`src/rtl/mem_req_arbiter.sv`:
```
// Round-robin arbiter feeding one memory request at a time to a splitter.
// Holds the granted request until the splitter accepts it and reports done.
module mem_req_arbiter #(
    parameter int NUM_REQ        = 4,
    parameter int ADDR_WIDTH     = 64,
    parameter int REQ_SIZE_WIDTH = 16
) (
    input  logic                              clk,
    input  logic                              reset,
    input  logic [NUM_REQ-1:0]                req_valid,
    input  logic [NUM_REQ*ADDR_WIDTH-1:0]     req_addr,
    input  logic [NUM_REQ*REQ_SIZE_WIDTH-1:0] req_size,
    output logic [NUM_REQ-1:0]                req_ready,
    output logic [ADDR_WIDTH-1:0]             out_addr,
    output logic [REQ_SIZE_WIDTH-1:0]         out_size,
    output logic                              out_valid,
    input  logic                              out_ready,
    input  logic                              out_done,
    output logic [2:0]                        grant_id,
    output logic                              busy
);

    localparam int PW = (NUM_REQ > 1) ? $clog2(NUM_REQ) : 1;

    typedef enum logic [1:0] {
        IDLE      = 2'd0,
        ISSUE     = 2'd1,
        WAIT_DONE = 2'd2
    } state_t;

    state_t                    r_state;
    state_t                    w_state_d;
    logic [PW-1:0]             r_ptr;
    logic [2:0]                r_gid;
    logic [ADDR_WIDTH-1:0]     r_addr;
    logic [REQ_SIZE_WIDTH-1:0] r_size;

    logic                      w_found;
    logic [PW-1:0]             w_win;
    logic [PW-1:0]             w_next_ptr;
    logic [ADDR_WIDTH-1:0]     w_win_addr;
    logic [REQ_SIZE_WIDTH-1:0] w_win_size;
    logic                      w_accept;

    // Round-robin pick: first valid at or above rr_ptr, else first valid from 0.
    always_comb begin
        w_found    = 1'b0;
        w_win      = '0;
        w_win_addr = '0;
        w_win_size = '0;
        for (int i = 0; i < NUM_REQ; i++) begin
            if (!w_found && req_valid[i] && (PW'(i) >= r_ptr)) begin
                w_found    = 1'b1;
                w_win      = PW'(i);
                w_win_addr = req_addr[i*ADDR_WIDTH +: ADDR_WIDTH];
                w_win_size = req_size[i*REQ_SIZE_WIDTH +: REQ_SIZE_WIDTH];
            end
        end
        for (int i = 0; i < NUM_REQ; i++) begin
            if (!w_found && req_valid[i]) begin
                w_found    = 1'b1;
                w_win      = PW'(i);
                w_win_addr = req_addr[i*ADDR_WIDTH +: ADDR_WIDTH];
                w_win_size = req_size[i*REQ_SIZE_WIDTH +: REQ_SIZE_WIDTH];
            end
        end
    end

    assign w_next_ptr = (w_win == PW'(NUM_REQ - 1)) ? '0 : w_win + 1'b1;

    // Next-state logic; zero-size winners are accepted but never issued.
    always_comb begin
        w_state_d = r_state;
        w_accept  = 1'b0;
        unique case (r_state)
            IDLE: begin
                if (w_found) begin
                    w_accept = 1'b1;
                    if (w_win_size != '0) begin
                        w_state_d = ISSUE;
                    end
                end
            end
            ISSUE: begin
                if (out_ready) begin
                    w_state_d = WAIT_DONE;
                end
            end
            WAIT_DONE: begin
                if (out_done) begin
                    w_state_d = IDLE;
                end
            end
            default: w_state_d = IDLE;
        endcase
    end

    // One-hot acceptance pulse, suppressed while reset is held.
    always_comb begin
        req_ready = '0;
        if (w_accept && !reset) begin
            req_ready[w_win] = 1'b1;
        end
    end

    // State register.
    always_ff @(posedge clk) begin
        if (reset) begin
            r_state <= IDLE;
        end else begin
            r_state <= w_state_d;
        end
    end

    // Grant bookkeeping and holding registers, updated only on acceptance.
    always_ff @(posedge clk) begin
        if (reset) begin
            r_ptr  <= '0;
            r_gid  <= '0;
            r_addr <= '0;
            r_size <= '0;
        end else if (w_accept) begin
            r_ptr  <= w_next_ptr;
            r_gid  <= 3'(w_win);
            r_addr <= w_win_addr;
            r_size <= w_win_size;
        end
    end

    assign out_valid = (r_state == ISSUE);
    assign busy      = (r_state != IDLE);
    assign out_addr  = r_addr;
    assign out_size  = r_size;
    assign grant_id  = r_gid;

endmodule
```
`config.mk`:
```
export PLATFORM = sky130hd
export DESIGN_NAME = mem_req_arbiter
export DESIGN_NICKNAME = d
export VERILOG_FILES = /design/src/rtl/mem_req_arbiter.sv
export SDC_FILE = /design/constraint.sdc
export NUM_CORES = 1
export LEC_CHECK = 0
export ABC_AREA = 1
export CAP_MARGIN = 20
export CELL_PAD_IN_SITES_DETAIL_PLACEMENT = 0
export CELL_PAD_IN_SITES_GLOBAL_PLACEMENT = 1
export CORE_MARGIN = 2
export CORE_UTILIZATION = 26
export DETAILED_ROUTE_END_ITERATION = 12
export PLACE_DENSITY = 0.85
export SLEW_MARGIN = 20
export SYNTH_ARGS = -nofsm -noshare
export SYNTH_HDL_FRONTEND = slang
export SYNTH_SLANG_ARGS = --single-unit
```
`constraint.sdc`:
```
create_clock -name clk -period 8.64 [get_ports clk]
set_clock_uncertainty 0.2 [all_clocks]
set_input_delay 2.16 -clock clk [delete_from_list [all_inputs] [get_ports clk]]
set_output_delay 2.16 -clock clk [all_outputs]
set_load 0.005 [all_outputs]
```
Word level (Yosys, flattened, before mapping) --
Cells that the tools add are included.
Word-level totals: input bits 328, flip-flop bits (word level) 86
Cells by class: magnitude comparators 6, $add $sub $neg 1, reductions and logical operators 25, equality and inequality tests 7, multiplexer cells 42
Operator list (count):
- $mux W64 | 8
- $mux W16 | 8
- $mux W2 | 11
- $reduce_bool A16 Y1 | 1
- $logic_and A1 B1 Y1 | 13
- $mux W1 | 12
- $logic_not A1 Y1 | 8
- $ne A2 B2 Y1 const B | 3
- $pmux W2 S3 | 1
- $eq A2 B2 Y1 const B | 2
- $ge A1 B2 Y1 const A | 2
- $ge A2 B2 Y1 const A | 2
- $mux W4 | 1
- $reduce_and A4 Y1 | 1
- $lt A2 B3 Y1 const B | 1
- $add A2 B1 Y2 const B | 1
- $demux W1 S2 | 1
- $eq A2 B1 Y1 const B | 1
- $ge A2 B1 Y1 const B | 1
- $logic_not A2 Y1 | 1
- $ne A2 B1 Y1 const B | 1
- $reduce_bool A2 Y1 | 1

Logic depth before layout (Yosys ltp) --
depth in word-level cells 32, gate-level depth with buffers 16

Worst setup path after synthesis --
OpenSTA, ideal clock, no wires.
path type input -> output, start in req_valid[1], end out req_ready[0], data arrival time 3.434 ns, setup slack 2.846 ns, path buffers 2, stages on the path 11, cell sequence inv_2 -> clkbuf_1 -> nand2_1 -> nor2_4 -> buf_6 -> inv_1 -> nand3_1 -> inv_1 -> ha_1 -> inv_1 -> nor2_1
On the way: word-level cells in the longest chain between the ends 28, elaborated cells between the ends (all ways) 39
RTL lines:
- from (decl) | line 10 | input logic [NUM_REQ-1:0] req_valid,
- $logic_and A1 B1 Y1 (2 in a row) | line 52 | if (!w_found && req_valid[i] && (PW'(i) >= r_ptr)) begin
- $mux W1 | line 52
- $logic_not A1 Y1 | line 52
- $logic_and A1 B1 Y1 (2 in a row) | line 52
- $mux W1 | line 52
- $logic_not A1 Y1 | line 52
- $logic_and A1 B1 Y1 (2 in a row) | line 52
- $mux W1 | line 52
- [10 not listed]
- $logic_and A1 B1 Y1 | line 60 | if (!w_found && req_valid[i]) begin
- $mux W2 * | line 60
- net w_win[1] | line 39 | logic [PW-1:0] w_win;
- $lt A2 B3 Y1 (implied by the code) / $ge A2 B1 Y1 (equally long branches) | line 102 | req_ready[w_win] = 1'b1;
- $logic_and A1 B1 Y1 (implied by the code) | line 102
- $mux W1 (implied by the code) | line 102
- $demux W1 S2 * | line 102
- $mux W4 * | line 101 | if (w_accept && !reset) begin
- to (decl) | line 13 | output logic [NUM_REQ-1:0] req_ready,
The timed path passes the listed nets; every way through them passes the cells marked *.

Worst setup path after layout --
start in req_valid[0], end out req_ready[2]
On the way: word-level cells in the longest chain between the ends 31, elaborated cells between the ends (all ways) 42
RTL lines (line):
- $logic_and A1 B1 Y1 | 52
- $mux W1 | 52
- $logic_not A1 Y1 | 52
- $logic_and A1 B1 Y1 (2 in a row) | 52
- $mux W1 | 52
- $logic_not A1 Y1 | 52
- $logic_and A1 B1 Y1 (2 in a row) | 52
- $mux W1 | 52
- [14 not listed]
- $logic_and A1 B1 Y1 | 60
- $mux W2 * | 60
- net w_win[1] | 39
- $lt A2 B3 Y1 (implied by the code) / $ge A2 B1 Y1 (equally long branches) | 102
- $logic_and A1 B1 Y1 (implied by the code) | 102
- $mux W1 (implied by the code) | 102
- $demux W1 S2 * | 102
- $mux W4 * | 101
Marks and branches as above.

==> flow_summary.toml <==
[status]
status = "completed"

[synthesis]
postSynthAreaPerCell_um2 = 5.94
mappedNetlistArea_um2 = 6860
synth.lib_cells_used.distinct = 30
postSynthCellCount = 1154
synth_seq_area_share_pct = 25.1
synth-warning-count = 0
ys_ff_latch = 86
syn-num-nets = 1486

[sta]
finalWorstPathRequiredPeriod_ns = 7.31
slew_viol_final = 0
fin_hold_ws_ns = 0.269
finalSetupTns_ns = 0
timing_hold_violations_final = 0
timing.slew.headroom_pct = 27.9
achievable-frequency_ghz = 0.137
report.final.setup_viol = 0
grt_setup_unrepaired = "false"
final_min_period_over_clock_period_pct = 84.6
transition_at_the_pin_with_the_smallest_max_transition_slack_ns = 1.08

[global_routing]
grt_antenna_before_repair = 1
use_met1_pct = 31.1
globalRouteMet3Util_pct = 4.46
globalRouteMet2Util_pct = 40.0
global_route.overflow_total = 0
grt_pass1_vias = 9126
wire_length_of_the_first_global_routing_pass_um = 53300
top_usage_layer = "met2"
grt_start_max_net_pins = 85
globalRouteTotalUtil_pct = 24.4

[clocking]
cts_repair_resize_count = 0
clk_pin_slew_ns = 0.06
cts_inserted_buffers = 9
cts_tree = "built"
cts_root_buffer_type = "sky130_fd_sc_hd__clkbuf_16"
postCtsSetupRepairBufs = 0
max-clock-path-buffers = 2
clock_insertion_delay_worst_skew_ns = 0.34
clock_sinks = 86
post_cts_hold_buffers = 0
htree_levels = 3

[job]
maxCapViolCount = 0

[final_layout]
final_design_area_no_fill_um2 = 11400
layout_commonest_cell = "sky130_fd_sc_hd__nand2_1"
combined_area_of_the_multi_input_logic_cells_um2 = 4370
nNetsFinal = 1840
final-seq-area_um2 = 1720
final.fill_count = 2652
final-instance-count-excl-fill = 1849
post_route_cells_drive_above_1_share_pct = 3.37
flow.area_growth_from_synthesis_pct = 66.5
most_used_cells_in_the_layout_excluding_fill_and_tap_cells = "434 x sky130_fd_sc_hd__nand2_1, 414 x sky130_fd_sc_hd__clkdlybuf4s50_1, 120 x sky130_fd_sc_hd__nor2_1"

[critical_path]
critPathArrivalTime_ns = 4.95
timing.critical_path.buf_inv = 4
timing.critical_path.from_type = "primary input"
critical_path.slowest_cell = "sky130_fd_sc_hd__clkdlybuf4s50_1"
path_cells = "clkdlybuf4s50_1 > nand2_4 > nand2_4 > nor3_4 > nand2_1 > nor2_4 > inv_1 > nand3_1 > ha_1 > inv_1 > nor2_1 > clkdlybuf4s50_1"
crit_type = "in2out"
cpPeakStageDelay_ns = 0.59
required_arrival_time_at_the_worst_endpoint_ns = 6.28
critPathMaxFanout = 14
end_kind = "primary output"
critical-path-top-delay-family = "simple AND/OR/NAND/NOR gates"

[routing]
firstDrtPassIters = 5
final_antenna_net_count = 0
postRouteWirelength_um = 35600
route.detailed.drc = 0
routed_via_density = 5.15
dr_total_vias = 9526
initialDrtViolationCount = 861
drt-wirelength-per-cell_um = 19.2

[power]
vdd_ir_drop_max_uv = 76.8
power_per_standard_cell_area_nw_per_um2 = 143
leakagePower_nw = 4.58

[placed_design]
detailed_place_hpwl_um = 24700
portBuffers = 415
postPlaceCellArea_um2 = 11100
numPlacedInstances = 1832
place.gp.congestion = 0.886

[floorplanning]
die_x_um = 166
design.portCount = 417
start_util_pct = 26.4
vert_die_dim_um = 166
fp.dieArea_um2 = 27700
num_rows = 59
core_area_um2 = 26000

[hold_path]
timing.hold.worst.class = "reg2reg"
-- layout make-up --
type | count | area share [%]
antenna | 1 | 0.0219
multi-input combinational | 897 | 38.3
inverter | 85 | 2.80
clock buffer | 9 | 1.97
timing repair buffer | 429 | 37.3
tap | 335 | 3.67
clock inverter | 7 | 0.921
sequential | 86 | 15.1
-- power breakdown --
part | total, mW | leakage [nW] | switching (mW) | internal [mW]
sequential | 0.483 | 0.714 | 0.0315 | 0.452
combinational | 0.702 | 3.71 | 0.350 | 0.352
clock | 0.446 | 0.159 | 0.188 | 0.259
total | 1.63 | 4.58 | 0.569 | 1.06
-- routing by layer --
metal	wire length [um]	vias up
met5	0	-
met4	1410	0
met3	2650	70
met2	16500	478
met1	15000	4367
li1	-	4611
-- synth_stat cells --
| master | instances | area share, % |
|---|---|---|
| sky130_fd_sc_hd__inv_1 | 80 | 4.4 |
| sky130_fd_sc_hd__dfxtp_1 | 86 | 25 |
| sky130_fd_sc_hd__nor3_2 | 1 | 0.15 |
| sky130_fd_sc_hd__conb_1 | 1 | 0.055 |
| sky130_fd_sc_hd__clkbuf_1 | 30 | 1.6 |
| sky130_fd_sc_hd__nand2_1 | 435 | 24 |
| sky130_fd_sc_hd__nand3_1 | 33 | 2.4 |
| sky130_fd_sc_hd__nand3_4 | 1 | 0.26 |
| sky130_fd_sc_hd__nand4_1 | 19 | 1.7 |
| sky130_fd_sc_hd__nand2_4 | 2 | 0.33 |
| sky130_fd_sc_hd__o21ai_0 | 64 | 4.7 |
| sky130_fd_sc_hd__nor2_1 | 120 | 6.6 |
| sky130_fd_sc_hd__a221oi_1 | 52 | 6.6 |
| sky130_fd_sc_hd__buf_2 | 33 | 2.4 |
| sky130_fd_sc_hd__nand2_2 | 2 | 0.18 |
| sky130_fd_sc_hd__o21ai_1 | 13 | 0.95 |
| sky130_fd_sc_hd__a41oi_1 | 53 | 6.8 |
| sky130_fd_sc_hd__nor3_4 | 2 | 0.47 |
| sky130_fd_sc_hd__o22ai_1 | 1 | 0.091 |
| sky130_fd_sc_hd__ha_1 | 4 | 0.73 |
| sky130_fd_sc_hd__buf_1 | 4 | 0.22 |
| sky130_fd_sc_hd__nor2_4 | 2 | 0.33 |
| sky130_fd_sc_hd__a21oi_1 | 79 | 5.8 |
| sky130_fd_sc_hd__nand3b_1 | 1 | 0.11 |
| sky130_fd_sc_hd__o211ai_1 | 8 | 0.88 |
| sky130_fd_sc_hd__nor4_4 | 1 | 0.31 |
| sky130_fd_sc_hd__o2111ai_1 | 3 | 0.38 |
| sky130_fd_sc_hd__inv_2 | 5 | 0.27 |
| sky130_fd_sc_hd__buf_6 | 5 | 0.82 |
| sky130_fd_sc_hd__buf_4 | 14 | 1.5 |
-- per-stage QoR --
| stage | power [mW] | worst slack [ns] | utilization, % |
|---|---|---|---|
| after floorplan | 0.806 | 2.85 | - |
| after global placement | 1.19 | 1.43 | 42.6 |
| after detailed placement | 1.19 | 1.38 | 42.6 |
| after CTS | 1.65 | 1.36 | 43.9 |
| after global routing | 1.74 | 1.19 | 43.9 |
| final | 1.63 | 1.33 | 43.9 |
-- final timing paths --
path                startpoint            to  slack, ns  cells past startpoint
setup / recovery  req_valid[0]  req_ready[2]       1.33                     12
hold / removal    out_addr[28]  out_addr[28]       0.27                      2
setup reg to reg      r_ptr[1]    r_state[0]       5.38                     15
hold reg to reg   out_addr[28]  out_addr[28]       0.27                      2
-- sequential cells by signal, summed over array words and instances (netlist names) --
register / count
r_ptr: 2
grant_id: 2
out_size: 16
out_addr: 64
r_state: 2
-- worst register-to-register path, cell delays in order, from the launching register on --
cell	delay, ns
sky130_fd_sc_hd__dfxtp_1	0.43
sky130_fd_sc_hd__nor2_1	0.12
sky130_fd_sc_hd__nand2_4	0.26
sky130_fd_sc_hd__nand2_4	0.13
sky130_fd_sc_hd__nor3_4	0.39
sky130_fd_sc_hd__nand2_1	0.17
sky130_fd_sc_hd__nor2_4	0.11
sky130_fd_sc_hd__buf_4	0.74
sky130_fd_sc_hd__nand2_1	0.13
sky130_fd_sc_hd__nand3_1	0.20
sky130_fd_sc_hd__nor2_1	0.06
sky130_fd_sc_hd__nand2_1	0.08
sky130_fd_sc_hd__nor2_1	0.05
sky130_fd_sc_hd__nand3_1	0.07
sky130_fd_sc_hd__nand2_1	0.05
sky130_fd_sc_hd__inv_1	0.04
-- cells by family after synthesis --
kind of cell | after synthesis | share of synthesized area, %
other | 1 | 0.0547
adders and majority gates | 4 | 0.730
AOI/OAI and AO/OA | 273 | 26.2
buffers and inverters | 171 | 11.3
DFF | 86 | 25.1
and+or+nand+nor | 619 | 36.7
Note: power is estimated with default switching activity, not from simulation.
